--- src/rtl/control_unit.sv ---
// Microcoded control unit for an 8-bit bus computer: instruction register, step
// counter, flags and halt latch, with a combinational control word.
module control_unit #(
    parameter int STEPS = 5
) (
    input  logic       clk,
    input  logic       rst,
    input  logic [7:0] bus_in,
    input  logic       cf_in,
    input  logic       zf_in,
    output logic [3:0] ir_operand,
    output logic       HLT,
    output logic       MI,
    output logic       RI,
    output logic       RO,
    output logic       IO,
    output logic       II,
    output logic       AI,
    output logic       AO,
    output logic       EO,
    output logic       SU,
    output logic       BI,
    output logic       OI,
    output logic       CE,
    output logic       CO,
    output logic       J,
    output logic       FI,
    output logic [2:0] step,
    output logic       carry_flag,
    output logic       zero_flag
);

    localparam int B_HLT = 15, B_MI = 14, B_RI = 13, B_RO = 12, B_IO = 11, B_II = 10;
    localparam int B_AI = 9, B_AO = 8, B_EO = 7, B_SU = 6, B_BI = 5, B_OI = 4;
    localparam int B_CE = 3, B_CO = 2, B_J = 1, B_FI = 0;
    localparam logic [2:0] LAST_STEP = 3'(STEPS - 1);

    logic [7:0]  ir_q, ir_d;
    logic [2:0]  step_q, step_d;
    logic        carry_q, carry_d, zero_q, zero_d;
    logic        halted_q, halted_d;
    logic [15:0] cw;

    always_comb begin
        cw = '0;
        if (halted_q) begin
            cw[B_HLT] = 1'b1;
        end else if (step_q == 3'd0) begin
            cw[B_CO] = 1'b1;
            cw[B_MI] = 1'b1;
        end else if (step_q == 3'd1) begin
            cw[B_RO] = 1'b1;
            cw[B_II] = 1'b1;
            cw[B_CE] = 1'b1;
        end else begin
            case (ir_q[7:4])
                4'h1: case (step_q)
                    3'd2:    begin cw[B_IO] = 1'b1; cw[B_MI] = 1'b1; end
                    3'd3:    begin cw[B_RO] = 1'b1; cw[B_AI] = 1'b1; end
                    default: ;
                endcase
                4'h2, 4'h3: case (step_q)
                    3'd2:    begin cw[B_IO] = 1'b1; cw[B_MI] = 1'b1; end
                    3'd3:    begin cw[B_RO] = 1'b1; cw[B_BI] = 1'b1; end
                    3'd4: begin
                        cw[B_EO] = 1'b1;
                        cw[B_AI] = 1'b1;
                        cw[B_FI] = 1'b1;
                        cw[B_SU] = (ir_q[7:4] == 4'h3);
                    end
                    default: ;
                endcase
                4'h4: case (step_q)
                    3'd2:    begin cw[B_IO] = 1'b1; cw[B_MI] = 1'b1; end
                    3'd3:    begin cw[B_AO] = 1'b1; cw[B_RI] = 1'b1; end
                    default: ;
                endcase
                4'h5: if (step_q == 3'd2) begin cw[B_IO] = 1'b1; cw[B_AI] = 1'b1; end
                4'h6: if (step_q == 3'd2) begin cw[B_IO] = 1'b1; cw[B_J] = 1'b1; end
                // Conditional jumps still spend T2 on IO when the flag is clear
                4'h7: if (step_q == 3'd2) begin cw[B_IO] = 1'b1; cw[B_J] = carry_q; end
                4'h8: if (step_q == 3'd2) begin cw[B_IO] = 1'b1; cw[B_J] = zero_q; end
                4'hE: if (step_q == 3'd2) begin cw[B_AO] = 1'b1; cw[B_OI] = 1'b1; end
                4'hF: if (step_q == 3'd2) cw[B_HLT] = 1'b1;
                default: ;
            endcase
        end
    end

    always_comb begin
        ir_d     = cw[B_II] ? bus_in : ir_q;
        carry_d  = cw[B_FI] ? cf_in : carry_q;
        zero_d   = cw[B_FI] ? zf_in : zero_q;
        halted_d = halted_q | cw[B_HLT];
        // HLT freezes the counter on the very edge that sets the halt latch
        if (cw[B_HLT])
            step_d = step_q;
        else if (step_q >= LAST_STEP || (step_q >= 3'd2 && cw == '0))
            step_d = 3'd0;
        else
            step_d = step_q + 3'd1;
    end

    always_ff @(posedge clk) begin
        if (rst) begin
            ir_q     <= 8'h00;
            step_q   <= 3'd0;
            carry_q  <= 1'b0;
            zero_q   <= 1'b0;
            halted_q <= 1'b0;
        end else begin
            ir_q     <= ir_d;
            step_q   <= step_d;
            carry_q  <= carry_d;
            zero_q   <= zero_d;
            halted_q <= halted_d;
        end
    end

    assign {HLT, MI, RI, RO, IO, II, AI, AO, EO, SU, BI, OI, CE, CO, J, FI} = cw;
    assign ir_operand = ir_q[3:0];
    assign step       = step_q;
    assign carry_flag = carry_q;
    assign zero_flag  = zero_q;

endmodule

--- config.mk ---
export PLATFORM = sky130hd
export DESIGN_NAME = control_unit
export DESIGN_NICKNAME = d
export VERILOG_FILES = /design/src/rtl/control_unit.sv
export SDC_FILE = /design/constraint.sdc
export NUM_CORES = 1
export LEC_CHECK = 0
export ABC_AREA = 1
export ABC_CLOCK_PERIOD_IN_PS = 1600
export BUFFER_PORTS_ARGS = -buffer_cell sky130_fd_sc_hd__buf_2
export CORE_MARGIN = 2
export CORE_UTILIZATION = 35
export CTS_BUF_LIST = sky130_fd_sc_hd__clkbuf_8
export CTS_CLUSTER_SIZE = 28
export DETAILED_ROUTE_END_ITERATION = 12
export SLEW_MARGIN = 15
export SYNTH_ARGS = -nofsm -noshare
export SYNTH_HDL_FRONTEND = slang
export SYNTH_SLANG_ARGS = --single-unit
--- constraint.sdc ---
create_clock -name clk -period 1.6 [get_ports clk]
set_clock_uncertainty 0.05 [all_clocks]
set_input_delay 0.24 -clock clk [delete_from_list [all_inputs] [get_ports clk]]
set_output_delay 0.24 -clock clk [all_outputs]
set_load 0.1 [all_outputs]
# Yosys cells after proc, flatten, opt, wreduce, memory -nomap -nowiden
# Cells that the tools add are included.
# word_totals
reg_bits	14
latch_bits	0
ram_bits	0
romBits	0
wordCells	62
memories	0
# op_classes
addsub	1
mul	0
n_div	0
n_lt_le_gt_ge	2
n_eq_ne	14
shifts	0
n_mux	31
bitwise	1
n_reduce_logical	8
# ops
cell	count
$mux 1	19
$eq 4x3->1 const B	4
$logic_not 16->1	1
$mux 15	1
$eq 4x4->1 const B	3
$mux 11	1
$mux 3	3
$eq 4x2->1 const B	2
$reduce_or 8->1	1
$eq 3x2->1 const B	2
$mux 2	3
$mux 6	1
$pmux 1 s3	2
$eq 4x1->1 const B	1
$reduce_or 4->1	1
$add 3x1->3 const B	1
$eq 3x1->1 const B	1
$eq 3x3->1 const B	1
$ge 3x2->1 const B	1
$ge 3x3->1 const B	1
$logic_not 3->1	1
$reduce_or 3->1	1
$pmux 1 s2	1
$reduce_or 2->1	1
other kinds (3)	3

# Depth between registers and ports, before layout
# depth
depth_word	10
depth_mapped	13
mapped_depth_nobuf	13

# Least setup slack after synthesis
# No wires, ideal clock.
# synth_timing
kind	reg-to-reg
startpoint	reg step_q[1] (netlist: step[1])
endpoint	reg step_q[2] (netlist: step[2])
t_arrival_ns	3.059
path_slack_ns	-1.571
stages_incl_launch_ff	11
synth_period_minus_slack_ns	3.171
path_cell_list	dfxtp_1 -> inv_1 -> ha_1 -> nand3b_1 -> inv_1 -> nand2_1 -> a21oi_2 -> nor2_1 -> nand2_2 -> nand3_1 -> nand2_1
# synth_via
elab_chain_len	10
elab_cells_between_ends	42
cone_classes	add/sub: 1; order compare: 2; eq/ne: 4; mux: 31; reduce/logical: 4
# synth_lines
item	line	rtl
start, declared	39	logic [2:0] step_q, step_d;
start signal, assigned	113	step_q <= step_d;
$eq 3x2->1	57, 62, 73	
$mux 1	57, 62, 73	
$mux 1	--	
$mux 3	51	end else if (step_q == 3'd1) begin
$mux 1 (*)	48	end else if (step_q == 3'd0) begin
$mux 15 (*)	46	if (halted_q) begin
named net MI	13	output logic MI,
$logic_not 16->1 (*)	98	else if (step_q >= LAST_STEP || (step_q >= 3'd2 && cw == '0))
$logic_and 1x1->1 (*)	98	
$logic_or 1x1->1 (*)	98	
$mux 3 (*)	98	
# Mark *: on every way through the listed nets, which the timed path passes. The rest lies on a longest branch.
# A chain may end at the register's enable or synchronous reset.

# Worst setup path after layout
# layout_timing
startpoint	reg step_q[0] (netlist: step[0])
endpoint	out MI
# layout_via
elab_chain_len	6
elab_cells_between_ends	8
cone_classes	eq/ne: 2; mux: 5; reduce/logical: 1
# layout_lines
item	line
$eq 3x2->1	57, 62, 73
$mux 1	57, 62, 73
$mux 1	--
$mux 3	51
$mux 1 (*)	48
$mux 15 (*)	46
end, declared	13
# Mark *: on every way between the ends. The rest lies on a longest branch, timed or not.

==> out/metrics.csv <==
stage,metric,value,unit
global_route,remaining global-route overflow,0,
floorplanning,Top Ports,37,
layout,"Cell Count, Final, Fillers Out",261,
critical_path,largest fanout on the critical path,4,
detailed_routing,DR vias/cell,4.89,
clock_tree,# hold bufs at CTS,0,
global_route,initial antenna violation count,0,
critical_path,"Arr. time, crit path",1710,ps
sta,Worst-Margin Slew,504,ps
synthesis,sequential fraction of the synthesis area,28.3,%
sta,Final Hold Fails,0,
sta,Final Worst Setup Slack,-397,ps
placement,dpl hpwl,2.24,mm
critical_path,"Data required, critical path",1310,ps
placement,port bufs,36,
floorplanning,core area,0.00271,mm^2
synthesis,area fraction of the dominant cell type after synthesis,28.3,%
sta,RSZ-0062 raised after global routing,true,
placement,DP Worst Slack,-186,ps
global_route,all-layer global routing usage,18.6,%
clock_tree,clock buffer depth,2,
global_route,first-pass GRT wire length,4.80,mm
power_and_ir_drop,Final Power,3.13,mW
synthesis,Post-Syn Area,990,um^2
sta,Setup TNS Final,-5710,ps
power_and_ir_drop,Max VDD drop,0.00181,V
floorplanning,Initial Util,36.5,%
detailed_routing,routed via count,1276,
clock_tree,"Reg clk slew, reported paths",60,ps
synthesis,Syn Inst Count,162,
hold_path,HP Class,input port to flip-flop,
sta,Final Max Slew Viols,0,
detailed_routing,Routed WL,3.39,mm
global_route,largest net degree at the start of global routing,13,
layout,fillers,205,
sta,Final Setup Violations,24,
global_route,vias in the first global route,1187,
clock_tree,CTS tree,built,
synthesis,Synth area leader,dfxtp_1,
floorplanning,Die Footprint,0.00327,mm^2
critical_path,CP Launch Point,step[0],
layout,layout cells sized above 1,60.4,%
layout,Multi-input gate area,723,um^2
clock_tree,Num CTS Buffers,3,
critical_path,r2r startpoint,step[0],
layout,register area,294,um^2
clock_tree,Clock Root Buffer,clkbuf_8,
clock_tree,CTS sink cnt,14,
synthesis,syn nets,178,
layout,# diodes,0,
synthesis,"Distinct cells, synth",23,
detailed_routing,DRC,0,
layout,final core utilization,73.7,%
layout,# nets final,247,
floorplanning,Chip Height,57.2,um
floorplanning,# rows,19,
synthesis,"top cells by area, synth","dfxtp_1 (28%), nand2_1 (13%), nor2_1 (12%), inv_1 (7.6%), o21ai_0 (6.1%)",
detailed_routing,drt pass-1 iters,4,
job,total of max-cap violations,0,
sta,Fmax,0.501,GHz
critical_path,CP endpoint kind,output pin,
floorplanning,die width,57.2,um
sta,fin crit period,2000,ps
sta,period utilisation layout,125,%
synthesis,Yosys warnings,0,
sta,Max-Slew Margin vs Limit,66.7,%
hold_path,hold path startpoint,rst,
power_and_ir_drop,Pleak,0.916,nW
layout,Synth-to-Final Area Change,102,%
clock_tree,H-tree Lvls,1,
detailed_routing,remaining antenna violation count,0,
critical_path,startpoint types,flip-flop,
synthesis,synthesized area per cell,6.11,um^2
detailed_routing,drt initial violations,32,
outcome,failing checks,setup timing,
synthesis,flop and latch count out of synthesis,14,
placement,Placer Congestion,0.908,
outcome,outcome,finished with violations,
clock_tree,clk_lat worst skew,240,ps
placement,placed insts,244,
critical_path,CP Class,flip-flop to output pin,
power_and_ir_drop,pwr dens,1570,mW/mm^2
detailed_routing,DR WL/cell,13.0,um
routing by layer:
layer / wire [um] / track usage (%) / up-vias
met5: 0 / 0 / -
li1: - / - / 630
met3: 178 / 3.63 / 18
met4: 152 / 8.64 / 0
met1: 1290 / 20.4 / 575
met2: 1770 / 34.0 / 53
synthesized netlist by cell type:
cell type and count:
clkinv_1 1, a21oi_2 1, nand2_2 3, inv_4 1, inv_2 6, inv_1 20
o21ai_1 1, nor2_2 2, buf_2 1, nand3b_1 2, nand3_2 1, nor2_1 32
nor3_2 1, nand3_1 10, nand2_1 33, o22ai_1 1, a21oi_1 7, o21ai_0 12
buf_4 6, dfxtp_1 14, clkbuf_1 1, ha_1 4, nand2_4 2
power by group:
part / internal [mW] / switching (mW)
clock: 0.218 / 0.123
combinational: 0.831 / 1.45
sequential: 0.431 / 0.0730
total: 1.48 / 1.65
layout make-up:
cell class	count	share of cell area [%]
sequential	14	14.7
timing repair buffer	72	36.8
multi-input combinational	112	36.2
tap	31	1.94
inverter	28	7.58
clock buffer	4	2.76
registers in the layout, indices dropped and copies added (netlist names):
| signal | cells |
|---|---|
| zero_flag | 1 |
| step | 3 |
| carry_flag | 1 |
| ir_q | 8 |
| halted_q | 1 |
worst max-delay path, cell delays in order, from the launching register on:
cell,delay [ps]
dfxtp_4,360
buf_6,120
ha_4,150
nand3b_1,260
inv_2,120
nand2_2,80
a21oi_4,170
buf_12,190
per-stage QoR:
stage	hold WS (ps)	cell area [um^2]
after floorplan	276	1130
after global placement	394	1660
after detailed placement	398	1660
after CTS	152	1850
after global routing	162	2000
final	153	2000
cells in the final DEF (no fill, tap or decap):
cell | Yosys | layout
o21ai_0 | 12 | 8
buf_12 | 0 | 16
a21oi_1 | 7 | 5
o22ai_1 | 1 | 1
ha_4 | 0 | 4
nand2_1 | 33 | 26
dfxtp_4 | 0 | 3
inv_4 | 1 | 5
o21ai_4 | 0 | 1
nand3_1 | 10 | 9
nand3_2 | 1 | 2
dfxtp_1 | 14 | 9
clkbuf_16 | 0 | 1
nand2_2 | 3 | 7
nor2_4 | 0 | 5
nor2_1 | 32 | 22
clkinv_1 | 1 | 1
inv_2 | 6 | 8
nor2_2 | 2 | 7
buf_4 | 6 | 29
nor3_2 | 1 | 1
buf_6 | 0 | 5
clkbuf_8 | 0 | 4
nand3b_1 | 2 | 2
a21oi_4 | 0 | 2
dfxtp_2 | 0 | 2
buf_2 | 1 | 20
clkinvlp_4 | 0 | 9
inv_1 | 20 | 5
o21ai_1 | 1 | 3
a21oi_2 | 1 | 1
buf_8 | 0 | 1
nand2_4 | 2 | 5
o21ai_2 | 0 | 1
worst paths after layout:
path | end | slack, ps | cells past startpoint
worst max-delay path | MI | -400 | 7
worst min-delay path | halted_q | 150 | 2
worst max register to register | step[2] | -270 | 11
worst min register to register | carry_flag | 430 | 2
cells by family after synthesis:
| logic type | after synthesis | synth area share, % |
|---|---|---|
| simple gates | 86 | 38.7 |
| buf+inv | 36 | 16.3 |
| compound gates | 22 | 11.6 |
| flops | 14 | 28.3 |
| fa+ha+maj | 4 | 5.06 |
what timing repair did:
action | 4_1_cts | 5_1_grt
pin swaps | 11 | 13
gates cloned | 0 | 1
setup buffers | 9 | 3
resized for setup | 16 | 29
setup endpoints to repair | 22 | 28
Power figures use the tool's default switching activity.
